$ cat config.mk
export PLATFORM = sky130hd
export DESIGN_NAME = data_mem_arbiter
export DESIGN_NICKNAME = d
export VERILOG_FILES = /design/src/rtl/mips_mem_pkg.sv /design/src/rtl/mem_arb_pick.sv /design/src/rtl/data_mem_arbiter.sv
export SDC_FILE = /design/constraint.sdc
export NUM_CORES = 1
export LEC_CHECK = 0
export CELL_PAD_IN_SITES_DETAIL_PLACEMENT = 2
export CELL_PAD_IN_SITES_GLOBAL_PLACEMENT = 2
export CORE_ASPECT_RATIO = 2
export CORE_MARGIN = 2
export CORE_UTILIZATION = 24
export CTS_CLUSTER_DIAMETER = 80
export DETAILED_ROUTE_END_ITERATION = 6
export PLACE_DENSITY = 0.85
export SLEW_MARGIN = 20
export SYNTH_ARGS = -nofsm -noshare
export SYNTH_HDL_FRONTEND = slang
export SYNTH_SLANG_ARGS = --single-unit
$ cat constraint.sdc
create_clock -name Clk -period 2.3 [get_ports Clk]
set_input_delay 0.345 -clock Clk [delete_from_list [all_inputs] [get_ports Clk]]
set_output_delay 0.345 -clock Clk [all_outputs]
set_load 0.05 [all_outputs]
$ cat src/rtl/mips_mem_pkg.sv
// Shared definitions for the data-memory arbiter: widths, depth, CPU streak
// limit, FSM state encoding and requester port ids.
package mips_mem_pkg;

  localparam int DATA_W     = 32;
  localparam int MEM_DEPTH  = 32;
  localparam int CPU_STREAK = 4;

  typedef enum logic [1:0] {
    IDLE  = 2'd0,
    ISSUE = 2'd1,
    RESP  = 2'd2
  } arbState_t;

  localparam logic PORT_CPU = 1'b0;
  localparam logic PORT_DMA = 1'b1;

endpackage

$ cat src/rtl/mem_arb_pick.sv
// Winner select between CPU (port 0) and DMA (port 1), with a streak counter
// that forces a DMA grant after CPU_STREAK back-to-back CPU wins.
module mem_arb_pick #(
  parameter int CPU_STREAK = mips_mem_pkg::CPU_STREAK
) (
  input  logic Clk,
  input  logic Reset_n,
  input  logic Req0,
  input  logic Req1,
  input  logic grant,
  output logic winner
);
  import mips_mem_pkg::*;

  localparam int STREAK_W = $clog2(CPU_STREAK + 1);
  localparam logic [STREAK_W-1:0] STREAK_MAX = STREAK_W'(CPU_STREAK);

  logic [STREAK_W-1:0] streak;

  always_comb begin
    winner = PORT_CPU;
    if (Req0 && Req1) begin
      winner = (streak == STREAK_MAX) ? PORT_DMA : PORT_CPU;
    end else if (Req1) begin
      winner = PORT_DMA;
    end
  end

  // Only CPU wins while the DMA is actually waiting count toward starvation.
  always_ff @(posedge Clk or negedge Reset_n) begin
    if (!Reset_n) begin
      streak <= '0;
    end else if (grant) begin
      if (winner == PORT_DMA || !Req1) begin
        streak <= '0;
      end else if (streak != STREAK_MAX) begin
        streak <= streak + 1'b1;
      end
    end
  end

endmodule

$ cat src/rtl/data_mem_arbiter.sv
// Two-port front end for the single-port Data_Memory: latches one command,
// strobes the memory for one cycle, then returns data with a one-cycle Ack.
module data_mem_arbiter #(
  parameter int DATA_W     = mips_mem_pkg::DATA_W,
  parameter int MEM_DEPTH  = mips_mem_pkg::MEM_DEPTH,
  parameter int CPU_STREAK = mips_mem_pkg::CPU_STREAK
) (
  input  logic              Clk,
  input  logic              Reset_n,
  input  logic              Req0,
  input  logic              Req1,
  input  logic [DATA_W-1:0] Addr0,
  input  logic [DATA_W-1:0] Addr1,
  input  logic [DATA_W-1:0] WData0,
  input  logic [DATA_W-1:0] WData1,
  input  logic              We0,
  input  logic              We1,
  output logic              Ack0,
  output logic              Ack1,
  output logic [DATA_W-1:0] RData0,
  output logic [DATA_W-1:0] RData1,
  output logic              Err0,
  output logic              Err1,
  output logic [DATA_W-1:0] Mem_Address,
  output logic [DATA_W-1:0] Mem_WriteData,
  output logic              Mem_MemRead,
  output logic              Mem_MemWrite,
  input  logic [DATA_W-1:0] Mem_ReadData,
  output logic              Busy
);
  import mips_mem_pkg::*;

  localparam logic [DATA_W-1:0] DEPTH_LIMIT = DATA_W'(MEM_DEPTH);

  arbState_t         state;
  logic              curId;
  logic              curWe;
  logic              curOk;
  logic              grant;
  logic              winner;
  logic [DATA_W-1:0] selAddr;
  logic [DATA_W-1:0] selWData;
  logic              selWe;
  logic              selOk;

  assign grant    = (state == IDLE) && (Req0 || Req1);
  assign selAddr  = (winner == PORT_DMA) ? Addr1  : Addr0;
  assign selWData = (winner == PORT_DMA) ? WData1 : WData0;
  assign selWe    = (winner == PORT_DMA) ? We1    : We0;
  assign selOk    = selAddr < DEPTH_LIMIT;

  mem_arb_pick #(
    .CPU_STREAK(CPU_STREAK)
  ) pick (
    .Clk    (Clk),
    .Reset_n(Reset_n),
    .Req0   (Req0),
    .Req1   (Req1),
    .grant  (grant),
    .winner (winner)
  );

  // Strobes are registered so they appear for exactly the ISSUE cycle and
  // vanish the moment reset is asserted, blocking a pending negedge write.
  always_ff @(posedge Clk or negedge Reset_n) begin
    if (!Reset_n) begin
      state         <= IDLE;
      curId         <= PORT_DMA;
      curWe         <= 1'b0;
      curOk         <= 1'b0;
      Mem_Address   <= '0;
      Mem_WriteData <= '0;
      Mem_MemRead   <= 1'b0;
      Mem_MemWrite  <= 1'b0;
      Ack0          <= 1'b0;
      Ack1          <= 1'b0;
      Err0          <= 1'b0;
      Err1          <= 1'b0;
      RData0        <= '0;
      RData1        <= '0;
      Busy          <= 1'b0;
    end else begin
      case (state)
        IDLE: begin
          if (grant) begin
            curId         <= winner;
            curWe         <= selWe;
            curOk         <= selOk;
            Mem_Address   <= selAddr;
            Mem_WriteData <= selWData;
            Mem_MemWrite  <= selWe && selOk;
            Mem_MemRead   <= !selWe && selOk;
            Busy          <= 1'b1;
            state         <= ISSUE;
          end
        end
        ISSUE: begin
          Mem_MemRead  <= 1'b0;
          Mem_MemWrite <= 1'b0;
          if (curId == PORT_DMA) begin
            Ack1 <= 1'b1;
            Err1 <= !curOk;
            if (!curWe && curOk) RData1 <= Mem_ReadData;
          end else begin
            Ack0 <= 1'b1;
            Err0 <= !curOk;
            if (!curWe && curOk) RData0 <= Mem_ReadData;
          end
          state <= RESP;
        end
        RESP: begin
          Ack0  <= 1'b0;
          Ack1  <= 1'b0;
          Err0  <= 1'b0;
          Err1  <= 1'b0;
          Busy  <= 1'b0;
          state <= IDLE;
        end
        default: begin
          Mem_MemRead  <= 1'b0;
          Mem_MemWrite <= 1'b0;
          Busy         <= 1'b0;
          state        <= IDLE;
        end
      endcase
    end
  end

endmodule

# Yosys cells after proc, flatten, opt, wreduce, memory -nomap -nowiden
# Cells that the tools add are included.
classes:
  n_addsub: 1
  order_cmp: 1
  n_eq_ne: 7
  n_mux: 24
  bitwise_logic: 3
  reduce_logical: 22
op_table:
  columns: ["cell", "n"]
  rows:
  - ["$mux 32", 2]
  - ["$lt 32x6->1 const B", 1]
  - ["$pmux 1 s2", 7]
  - ["$reduce_and 2->1", 6]
  - ["$mux 1", 11]
  - ["$mux 3", 2]
  - ["$ne 2x2->1 const B", 3]
  - ["$reduce_and 3->1", 2]
  - ["$logic_and 1x1->1", 5]
  - ["$logic_not 1->1", 4]
  - ["$pmux 2 s2", 1]
  - ["$reduce_bool 2->1", 2]
  - ["$add 3x1->3 const B", 1]
  - ["$eq 3x3->1 const B", 1]
  - ["$ne 3x3->1 const B", 1]
  - ["$not 1->1", 3]
  - ["$eq 2x1->1 const B", 1]
  - ["$eq 2x2->1 const B", 1]
  - ["$logic_not 2->1", 1]
  - ["$logic_or 1x1->1", 2]
  - ["$mux 2", 1]
word_totals:
  ff_bits: 143
  input_bits: 166
  out_inout_bits: 135
  wordCells: 74

# Longest topological paths before layout
# Gate-level depths: netlist (run 1).
depth:
  ltp_word: 8
  mapped_depth: 8
  ltp_nobuf: 6

# Cells and area by module
# From an unflattened synthesis (run 1), not the netlist that was laid out.
hier_totals:
  cells_unflattened: 505
  hier_area_um2: 6174.7
by_module_without_submodules:
  columns: ["mod", "n_inst", "cells_each", "area_per_inst_um2", "seq_area_each_um2"]
  rows:
  - ["data_mem_arbiter", 1, 486, 5978.2, 3504.6]
  - ["mem_arb_pick", 1, 19, 196.4, 75.1]

# Least setup slack after synthesis (run 1)
# No wires, ideal clock.
synth_timing:
  kind: "register to register"
  from: "register state[0]"
  to: "register Mem_MemRead"
  setup_time_ps: 80
  arrival_time_ps: 1774
  t_required_ps: 2220
  path_slack_ps: 446
  path_stages_with_launch: 7
  n_path_buf: 2
  synth_period_minus_slack_ps: 1854
  path_cell_list: "dfrtp_1 -> buf_6 -> or2_4 -> or2_1 -> buf_6 -> or4_4 -> o211ai_2"
synth_between:
  elab_chain_len: 4
  elab_cells_between_ends: 7
  cone_classes: "2 x eq/ne; 1 x mux; 1 x bitwise; 3 x reduce/logical"
synth_lines:
  columns: ["item", "line_no", "text"]
  rows:
  - ["start: declaration", "data_mem_arbiter.sv:35", "arbState_t state;"]
  - ["start signal: assignment", "data_mem_arbiter.sv:67", "state <= IDLE;"]
  - ["start signal: assignment", "data_mem_arbiter.sv:94", "state <= ISSUE;"]
  - ["start signal: assignment", "data_mem_arbiter.sv:109", "state <= RESP;"]
  - ["$logic_not 2->1", "data_mem_arbiter.sv:46, data_mem_arbiter.sv:83", null]
  - ["$logic_and 1x1->1", "data_mem_arbiter.sv:46", "assign grant = (state == IDLE) && (Req0 || Req1);"]
  - ["$ne 2x2->1 (no line)", null, null]
  - ["$reduce_and 2->1 (no line)", null, null]
  - ["end signal: assignment", "data_mem_arbiter.sv:92", "Mem_MemRead <= !selWe && selOk;"]
  - ["end: declaration", "data_mem_arbiter.sv:26", "output logic Mem_MemRead,"]
# Parallel ways exist; a longest one is shown, timed or not.
# A chain may end at the register's enable or synchronous reset.

# Worst setup path in the final report (run 1)
layout_timing:
  from: "input port Addr1[22]"
  to: "register Mem_MemWrite"
layout_between:
  elab_chain_len: 5
layout_lines:
  columns: ["item", "line_no", "text"]
  rows:
  - ["start: declaration", "data_mem_arbiter.sv:13", "input logic [DATA_W-1:0] Addr1,"]
  - ["$mux 32", "data_mem_arbiter.sv:47", "assign selAddr = (winner == PORT_DMA) ? Addr1 : Addr0;"]
  - ["$lt 32x6->1", "data_mem_arbiter.sv:50", "assign selOk = selAddr < DEPTH_LIMIT;"]
  - ["$logic_and 1x1->1", "data_mem_arbiter.sv:91", "Mem_MemWrite <= selWe && selOk;"]
  - ["$mux 1", "data_mem_arbiter.sv:85", "if (grant) begin"]
  - ["$pmux 1 s2", "data_mem_arbiter.sv:83", "case (state)"]
  - ["end signal: assignment", "data_mem_arbiter.sv:91", null]
  - ["end: declaration", "data_mem_arbiter.sv:27", "output logic Mem_MemWrite,"]
# No other way between the ends. The select of a mux whose other input is x is not followed.

==> reports/results.env, run 1 <==
FINALHOLDVIOLATIONS=0
NUMBER_OF_ANTENNA_VIOLATIONS_AT_THE_FIRST_CHECK_IN_GLOBAL_ROUTING=1
DP.FINAL_HPWL_UM=18500
CLKSLEWWORSTSETUPHOLDPATHS_PS=60
MOST-COMMON-LAYOUT-CELLS='sky130_fd_sc_hd__clkdlybuf4s50_1 (299), sky130_fd_sc_hd__dfrtp_1 (142), sky130_fd_sc_hd__nand2_1 (75)'
FINALMAXSLEWVIOLATIONS=0
YS_SEQ_AREA_FRAC=0.583
CLOCK_TREE.BUFFER_DEPTH=2
MAX_FREQ_MHz=482
HTREE_LEVELS=4
CLOCK_TREE_FROM_TRITONCTS='yes'
DRV_CAP=0
TOTAL_TRACK_USAGE=0.177
SYNTHCELLS=510
SYNTH_TOP_AREA_FRAC=0.579
SYNTHESIS.AREA_MM2=0.00614
DR.PASS1.ITERS=4
SYNTH.LARGEST_AREA_CELL='sky130_fd_sc_hd__dfrtp_1'
PLACED_AREA_MM2=0.00972
DIE_AREA_MM2=0.0269
P_LEAK_uW=0.00461
FILLERS=2596
OUTCOME='completed'
CLKLATENCYLATEPIN_PS=440
GRT_OVERFLOW_TOTAL=0
PATH_CELLS='clkdlybuf4s50_1, nor4_1, buf_4, nand4_1, or4_4, o211ai_2'
SLEW_HEADROOM=0.594
CTS.HOLD.BUFFERS_ADDED=1
POSTSYNTH.ASYNCRESETSHARE=1.00
TIMING.RR.END='RData0[19]$_DFFE_PN0P_'
YS_TYPES=39
CRIT_PATH_TOP_DELAY_CELL='sky130_fd_sc_hd__or4_4'
CTS_SINKS=143
INITIAL_CELL_DENSITY_OF_THE_CORE=0.244
YS_SEQ_ELEMENTS=143
FINAL_AREA_MM2=0.0103
PLACE.GP.CONGESTION=0.772
PORTBUFFERS=300
CRITICAL-PATH-MAX-STAGE-DELAY_PS=610
FINAL_COMMON_CELL='sky130_fd_sc_hd__clkdlybuf4s50_1'
POST-ROUTE-DRC-COUNT=0
DIE_H_UM=230
CTS_BUFS_INSERTED=17
RRSETUPSLACK_PS=300
WORST_PIN_SLEW_PS=607
CORE_AREA_MM2=0.0251
FIRST_GLOBAL_VIAS=6095
PIN_COUNT_OF_THE_BIGGEST_NET_ENTERING_GLOBAL_ROUTING=93
FINALSETUPVIOLATIONS=0
VIASPERCELL=4.49
FINALNETCOUNT=991
CRITPATHREQUIREDTIME_PS=2660
FINALCRITPERIODSHARE=0.902
CORE_UTIL_FINAL=0.410
SYNTH.AVG_CELL_AREA_UM2=12.0
SYNTH_NETS=678
POST-PLACE-CELLS=1139
SYNTHTOLAYOUTAREAGROWTH_PCT=67.9
MIN_PATH_TYPE='primary input to asynchronous set/reset pin'
CTS_ROOT_BUFFER='sky130_fd_sc_hd__clkbuf_16'
PLACEMENT_ROWS=82
POWER-PER-CELL-AREA_mW_PER_MM2=1140
POST_ROUTE_CELLS_DRIVE_ABOVE_1_SHARE=0.159
GRT_SETUP_UNREPAIRED='no'
POST_CTS_BUFFERS=0
GRT_FIRST_PASS_WIRELENGTH_UM=35000
DRTITER0DRC=96
FINAL_CRITICAL_PATH_TIME_INCLUDING_I_O_DELAYS_AND_SETUP_PS=2070
CRITPATHLAUNCHTYPE='primary input'
WORST_CLOCK_SKEW_PS=8.98
R2R_CELLS=4
WHS_PS=473
LAYOUTNONFILLERINSTCOUNT=1172
IO_PINS=301
CRIT_ARRIVAL_PS=2430
SYNTH-WARNING-COUNT=0
WORST-SETUP-PATH-TYPE='primary input to flip-flop'
POSTCTSRESIZEDCELLS=0
CRITPATHMAXFANOUT=3
VDD_IR_DROP_MAX_V=0.000569
SYNTH.AREA.TOP_CELLS='sky130_fd_sc_hd__dfrtp_1 (58%), sky130_fd_sc_hd__mux2_2 (12%), sky130_fd_sc_hd__mux2i_1 (11%)'
VIA_COUNT=5265
SYNTH_ENABLE_FLOP_CELLS=0
CP-END-KIND='flip-flop'
CRIT-REG2REG-LAUNCH='state[0]$_DFFE_PN0N_'
WIRE_PER_INST_UM=19.8
POSTROUTEWIRELENGTH_UM=23200
SYNTH_TOP_FLOP_CELL='sky130_fd_sc_hd__dfrtp_1'
FLOORPLAN.DIE.WIDTH_UM=117
ANT_NETS=0
[where the power goes]
part	internal (µW)	total, µW	switching (µW)
combinational	1800	5380	3580
sequential	3200	3640	443
clock	1570	2710	1130
total	6580	11700	5160
[synth_stat cells, types with 2 or more instances]
| cell type | n |
|---|---|
| sky130_fd_sc_hd__nand2_1 | 76 |
| sky130_fd_sc_hd__nand4_1 | 4 |
| sky130_fd_sc_hd__dfrtp_1 | 142 |
| sky130_fd_sc_hd__nor4_1 | 10 |
| sky130_fd_sc_hd__mux2i_1 | 66 |
| sky130_fd_sc_hd__clkbuf_1 | 19 |
| sky130_fd_sc_hd__nor2_1 | 5 |
| sky130_fd_sc_hd__buf_2 | 6 |
| sky130_fd_sc_hd__or3_1 | 2 |
| sky130_fd_sc_hd__or4_1 | 2 |
| sky130_fd_sc_hd__o211ai_2 | 3 |
| sky130_fd_sc_hd__nor2b_1 | 3 |
| sky130_fd_sc_hd__nand3_1 | 2 |
| sky130_fd_sc_hd__o21ai_0 | 71 |
| sky130_fd_sc_hd__mux2_2 | 63 |
| sky130_fd_sc_hd__buf_1 | 5 |
| sky130_fd_sc_hd__o22ai_1 | 3 |
| sky130_fd_sc_hd__buf_6 | 2 |
| sky130_fd_sc_hd__inv_1 | 5 |
| sky130_fd_sc_hd__ha_1 | 2 |
[worst max path at each step]
| stage | from | endpoint | cells past startpoint |
|---|---|---|---|
| floorplan | state[0]$_DFFE_PN0N_ | Mem_MemRead$_DFFE_PN0P_ | 6 |
| global placement | Addr1[22] | Mem_MemWrite$_DFFE_PN0P_ | 6 |
| detailed placement | Addr1[22] | Mem_MemWrite$_DFFE_PN0P_ | 6 |
| CTS | Addr1[22] | Mem_MemWrite$_DFFE_PN0P_ | 6 |
| global route | Addr1[7] | Mem_MemWrite$_DFFE_PN0P_ | 6 |
| finish | Addr1[22] | Mem_MemWrite$_DFFE_PN0P_ | 6 |
[flip-flops by register name, summed over array words and instances (netlist names), 2 cells and up]
signal         count
Mem_Address       32
Mem_WriteData     32
RData0            32
RData1            32
pick.streak        3
state              2
[worst max-delay path, delay by kind of cell]
family,cells,cell delay [ps]
compound gates,1,180
buf+inv,2,630
simple gates,3,1270
[logic make-up after synthesis]
| group | after synthesis | share of synthesized area |
|---|---|---|
| compound gates | 84 | 0.0760 |
| fa+ha+maj | 2 | 0.00408 |
| buf+inv | 38 | 0.0269 |
| flops | 143 | 0.583 |
| mux | 130 | 0.225 |
| simple gates | 113 | 0.0848 |
[area by class of cell]
cell class	count	area (µm²)	share of cell area
antenna	1	2.50	0.000243
clock buffer	20	467	0.0453
clock inverter	11	105	0.0102
inverter	6	22.5	0.00219
multi-input combinational	329	2420	0.235
sequential	143	3580	0.347
tap	336	420	0.0408
timing repair buffer	326	3290	0.319
[routing by layer]
metal,GRT usage,part of all wire,wire (µm)
met2,0.353,0.60,13900
met1,0.159,0.32,7350
met3,0.0453,0.054,1270
met5,0,0,0
met4,0.0746,0.030,698
[metrics by stage]
| step | setup TNS, ps | total power (µW) | worst slack, ps |
|---|---|---|---|
| floorplan | 0 | 6830 | 446 |
| global placement | -749 | 8940 | -258 |
| detailed placement | -633 | 9150 | -231 |
| CTS | 0 | 12000 | 236 |
| global route | 0 | 12300 | 170 |
| finish | 0 | 11700 | 226 |
No activity file was read; power rests on OpenSTA's default activity.
==> run 2, diff against run 1 <==
Settings changed: CTS_CLUSTER_DIAMETER 80 to unset.
==> results of run 2 <==
Same layout as run 1: the final DEF is identical, and so are final timing and power.
==> edit 1: new RTL, settings of run 2 <==
Put one more register stage on the output `Err1`, cleared by the reset. The value now appears one clock later. The other outputs are not delayed to match.
--- a/src/rtl/data_mem_arbiter.sv
+++ b/src/rtl/data_mem_arbiter.sv
@@ -31,6 +31,8 @@
   import mips_mem_pkg::*;
 
   localparam logic [DATA_W-1:0] DEPTH_LIMIT = DATA_W'(MEM_DEPTH);
+
+  logic Err1_s0;
 
   arbState_t         state;
   logic              curId;
@@ -75,7 +77,7 @@
       Ack0          <= 1'b0;
       Ack1          <= 1'b0;
       Err0          <= 1'b0;
-      Err1          <= 1'b0;
+      Err1_s0       <= 1'b0;
       RData0        <= '0;
       RData1        <= '0;
       Busy          <= 1'b0;
@@ -99,7 +101,7 @@
           Mem_MemWrite <= 1'b0;
           if (curId == PORT_DMA) begin
             Ack1 <= 1'b1;
-            Err1 <= !curOk;
+            Err1_s0 <= !curOk;
             if (!curWe && curOk) RData1 <= Mem_ReadData;
           end else begin
             Ack0 <= 1'b1;
@@ -112,7 +114,7 @@
           Ack0  <= 1'b0;
           Ack1  <= 1'b0;
           Err0  <= 1'b0;
-          Err1  <= 1'b0;
+          Err1_s0 <= 1'b0;
           Busy  <= 1'b0;
           state <= IDLE;
         end
@@ -126,5 +128,13 @@
     end
   end
 
+  always_ff @(posedge Clk or negedge Reset_n) begin
+    if (!Reset_n) begin
+      Err1 <= '0;
+    end else begin
+      Err1 <= Err1_s0;
+    end
+  end
+
 endmodule
 
Check against the original RTL: not equivalent (a bounded check fails within 4 cycles, from zero or initial values and one cycle with Reset_n low).
==> edit 1 against run 2 <==
Die area up 0.18%; core utilization about the same; wire length down 2.1%; largest cell class unchanged; sequential cell count up 1; count of clock-buffer cells in the layout down 1; largest power group unchanged; synthesized area up 0.18%; design area about the same; worst setup slack better by 75 ps; sequential share of layout area up 0.26 points; final cell count down 0.17%; total power up 0.27%; sequential power about the same.
==> edit 1: results (changes against run 2) <==
| Metric | Value |
|---|---|
| Met2 capacity usage during global routing | `0.3418 (-0.01101)` |
| Outcome | `complete, no violations` |
| DPL Wire Length | `18,130 um (-2.1%)` |
| Detailed Route Iter0 Violations | `94 (-2.1%)` |
| Combined global-route utilization of all metal layers | `0.1739 (-0.002907)` |
| Met1 usage | `0.1604 (+0.001520)` |
| Post-synthesis share of cell area spent on full adders, half adders and majority gates | `0.004069 (-0.000007465)` |
| Largest stage delay on the critical path | `880 ps (+270 ps)` |
| Worst voltage drop across the vdd grid | `0.6847 mV (+20%)` |
| Met2 WL | `13,510 um (-2.8%)` |
| Leakage power total | `0.004593 uW (-0.42%)` |
| Met3 routed wirelength | `1452 um (+15%)` |
| Leading post-synthesis cells by cell area | `dfrtp_1, mux2_2, mux2i_1, o21ai_0, nand2_1` |
| Top-area cell type share of the netlist area | `0.5819 (+0.003009)` |
| Maximum fanout along the worst path | `2 (-1)` |
| Number of inserted filler cells in the final layout | `2,584 (-0.46%)` |
| Main synth FF type | `dfrtp_1` |
| Number of gates resized after cts | `0 (unchanged)` |
| Part of the Yosys area used for sequential elements | `0.5862 (+0.003001)` |
| Routability-driven placement congestion ratio | `0.7848 (+1.7%)` |
| Async SR Flop Fraction | `1.000 (unchanged)` |
| Commonest cells in the synthesized netlist | `dfrtp_1, nand2_1, o21ai_0` |
| Wl on met1 | `7181 um (-2.3%)` |
| Worst Path Arrival | `1650 ps (-780 ps)` |
| Worst hold margin | `429.3 ps (-43.55 ps)` |
| Sw frac | `0.4333 (-0.006203)` |
| Kind of cell with the highest combined delay on the critical path | `buffers and inverters` |
| WL final | `22,730 um (-2.1%)` |
| # Post-CTS Setup Buffers | `0 (unchanged)` |
| Met3 Use GR | `0.04988 (+0.004547)` |
| Skew-Pair Late Insertion Delay | `between 400 and 500 ps` |
| Clock skew | `7.106 ps (-1.873 ps)` |
| Fraction of layout instances using a drive strength above 1 | `0.1504 (-0.008860)` |
| Largest net degree at the start of global routing | `59 (-37%)` |
| First-pass DRT Iterations | `4 (unchanged)` |
| Routed via count divided by cell count | `4.497 (about the same)` |
| Nets@finish | `987 (-0.40%)` |
| Flop2flop setup slack | `420 ps (+120 ps)` |
| Wire length of the first global-routing pass | `34,670 um (-0.87%)` |
| Synth Area in Compound Gates | `0.07711 (+0.001082)` |
| Via count of the first global-routing pass | `6,084 (-0.18%)` |
| Worst slew margin relative to its limit | `0.5906 (-0.003178)` |
| Number of antenna violations at the first check in global routing | `3 (+2)` |
| Highest layer used for signal routing | `met4` |
| Standard cell with the maximum stage delay on the critical path | `clkdlybuf4s50_1` |
| Class of the tightest hold or removal check | `flop to flop` |
| Syn_nets | `680 (+0.29%)` |
| Proportion of synthesized area in mux cells | `0.2214 (-0.003667)` |
==> edit 1: cell types whose count changed in the layout (fill, tap and decap cells not counted), moves of 2 or more <==
cell and change:
a21oi_1 +2, nor2b_1 -2, clkinv_4 -2, clkinvlp_4 +2, diode_2 +2, buf_4 -8, mux2i_1 -2
==> edit 1: final timing paths <==
path,from,to,depth (start not counted)
setup / recovery,Mem_WriteData[0],Mem_WriteData[0],1
hold / removal,Err1_s0,Err1,0
setup reg to reg,state[1],Mem_MemRead,4
hold reg to reg,Err1_s0,Err1,0
max in group asynchronous,Reset_n,RData0[4],3
min in group asynchronous,Reset_n,RData1[19],2
==> edit 1: cell type report <==
| class | count | area share |
|---|---|---|
| sequential | 144 | 0.3500 |
| multi-input combinational | 330 | 0.2336 |
| clock inverter | 12 | 0.01288 |
| timing repair buffer | 319 | 0.3155 |
| inverter | 7 | 0.002551 |
| tap | 336 | 0.04082 |
| clock buffer | 19 | 0.04397 |
| antenna | 3 | 0.0007289 |
==> edit 1: power groups by stage <==
stage          clock (uW)  combinational, uW  sequential [uW]
2_1_floorplan           0               1050             5780
3_5_place_dp            0               5430             3700
3_3_place_gp            0               5320             3640
5_1_grt              2970               5690             3750
4_1_cts              2890               5440             3660
6_report             2780               5340             3640
==> edit 1: metrics by stage <==
step                TNS [ps]  std cells  total power [uW]  setup slack (ps)  instance area (um^2)
finish                     0       1170             11760             300.9                 10300
global route               0       1170             12420             248.8                 10300
floorplan                  0        512              6830             453.6                  6150
detailed placement    -54.72       1135              9129            -25.19                  9697
CTS                        0       1167             12000             231.4                 10290
global placement           0       1135              8959             16.01                  9697
==> edit 2: new RTL, flow settings as in run 2 <==
Made on the original files. The package constant `DATA_W` goes from 32 to 64.
--- a/src/rtl/mips_mem_pkg.sv
+++ b/src/rtl/mips_mem_pkg.sv
@@ -2,7 +2,7 @@
 // limit, FSM state encoding and requester port ids.
 package mips_mem_pkg;
 
-  localparam int DATA_W     = 32;
+  localparam int DATA_W     = 64;
   localparam int MEM_DEPTH  = 32;
   localparam int CPU_STREAK = 4;
 
Interface: changed (9 resized); port bits go from 301 to 589. No check against the original RTL was run, so the function may have changed too.
==> edit 2 against run 2 <==
Synthesized area grew 92%; worst setup slack got worse by 170 ps; critical path depth is 5 lower; synthesized cell count up 85%; design area rose by 89%; sequential cell count is 128 higher; wire length up 130%; clock skew down 1.4 ps; sequential power grew 89%; total power up 88%; register-to-register slack lost 70 ps; largest power group unchanged.
==> edit 2: results (changes against run 2) <==
| Metric | Value |
|---|---|
| Outcome | `complete, no violations` |
| Leading post-synthesis cells by cell area | `dfrtp_1, mux2_2, mux2i_1, nand2_1, o21ai_1` |
| Flop2flop setup slack | `230 ps (-70 ps)` |
| Standard cell with the maximum stage delay on the critical path | `clkdlybuf4s50_1` |
| Skew-Pair Late Insertion Delay | `560 ps (+120 ps)` |
| DPL Wire Length | `42,270 um (+130%)` |
| Destination of the worst register-to-register timing path | `Mem_Address[13]` |
| Syn_nets | `1,273 (+88%)` |
| Nets@finish | `1,901 (+92%)` |
| Leakage power total | `0.008761 uW (+90%)` |
| Utilization of the core after routing | `0.4031 (-0.006834)` |
| Largest net degree at the start of global routing | `104 (+12%)` |
| Largest stage delay on the critical path | `880 ps (+270 ps)` |
| Largest buffer count on any clock path | `3 (+1)` |
| Worst hold margin | `390.5 ps (-82.36 ps)` |
| Worst R2R Start | `pick.streak[0]` |
| Total cell area at the placement stage | `18,640 um^2 (+92%)` |
| WL final | `53,020 um (+130%)` |
| Maximum level of the CTS H-tree | `1 (-3)` |
| Worst voltage drop across the vdd grid | `0.6581 mV (+16%)` |
| IO buf count | `588 (+96%)` |
| Number of buffers added by the clock tree synthesis step | `27 (+10)` |
| Routability-driven placement congestion ratio | `0.8511 (+10%)` |
| Net switching power | `10,090 uW (+96%)` |
| Clock skew | `7.592 ps (-1.388 ps)` |
| Number of different library cells in the post-synthesis netlist | `34 (-13%)` |
edit 2: changes by cell type after synthesis, moves of 5 or more:
cell     before  now
inv_1         5   10
mux2_2       63  129
mux2i_1      66  130
nor4_1       10   28
buf_8         0   11
nand2_1      76  140
o21ai_0      71   40
buf_6         2    9
o21ai_1       0  100
dfrtp_1     142  270
buf_12        0    6
edit 2: cell families after synthesis:
group | Yosys count | synth area share
DFF | 271 | 0.5762
AOI/OAI and AO/OA | 152 | 0.06664
and+or+nand+nor | 192 | 0.07227
buffers and inverters | 69 | 0.04889
adders and majority gates | 2 | 0.002125
muxes | 259 | 0.2339
edit 2: area by class of cell:
cell class / instances / area [um^2]
antenna: 8 / 20.02
clock buffer: 41 / 758.2
clock inverter: 8 / 68.82
fill: 4997 / 28860
inverter: 10 / 37.54
multi-input combinational: 605 / 4438
sequential: 271 / 6783
tap: 638 / 798.3
timing repair buffer: 658 / 6589
edit 2: power by group through the flow:
stage | clock, uW | sequential [uW] | combinational, uW
after floorplan | 0 | 11000 | 2200
after global placement | 0 | 6830 | 10600
after detailed placement | 0 | 6960 | 10900
after CTS | 4490 | 6900 | 11000
after global routing | 4660 | 7040 | 11500
final | 4340 | 6880 | 10900
edit 2: metal layers:
layer	wire length [um]	vias to the layer above	global-route usage
li1	-	4588	-
met4	2730	2	0.1065
met3	3830	106	0.05126
met1	17500	5071	0.1905
met2	28940	500	0.3919
met5	13	-	0
edit 2: stage by stage:
step / setup slack (ps) / cells / setup TNS [ps]
finish: 57.66 / 2239 / 0
global route: 14.13 / 2238 / 0
CTS: 13.49 / 2231 / 0
detailed placement: -424.3 / 2181 / -1138
global placement: -358.5 / 2181 / -916.2
floorplan: 660.8 / 945 / 0
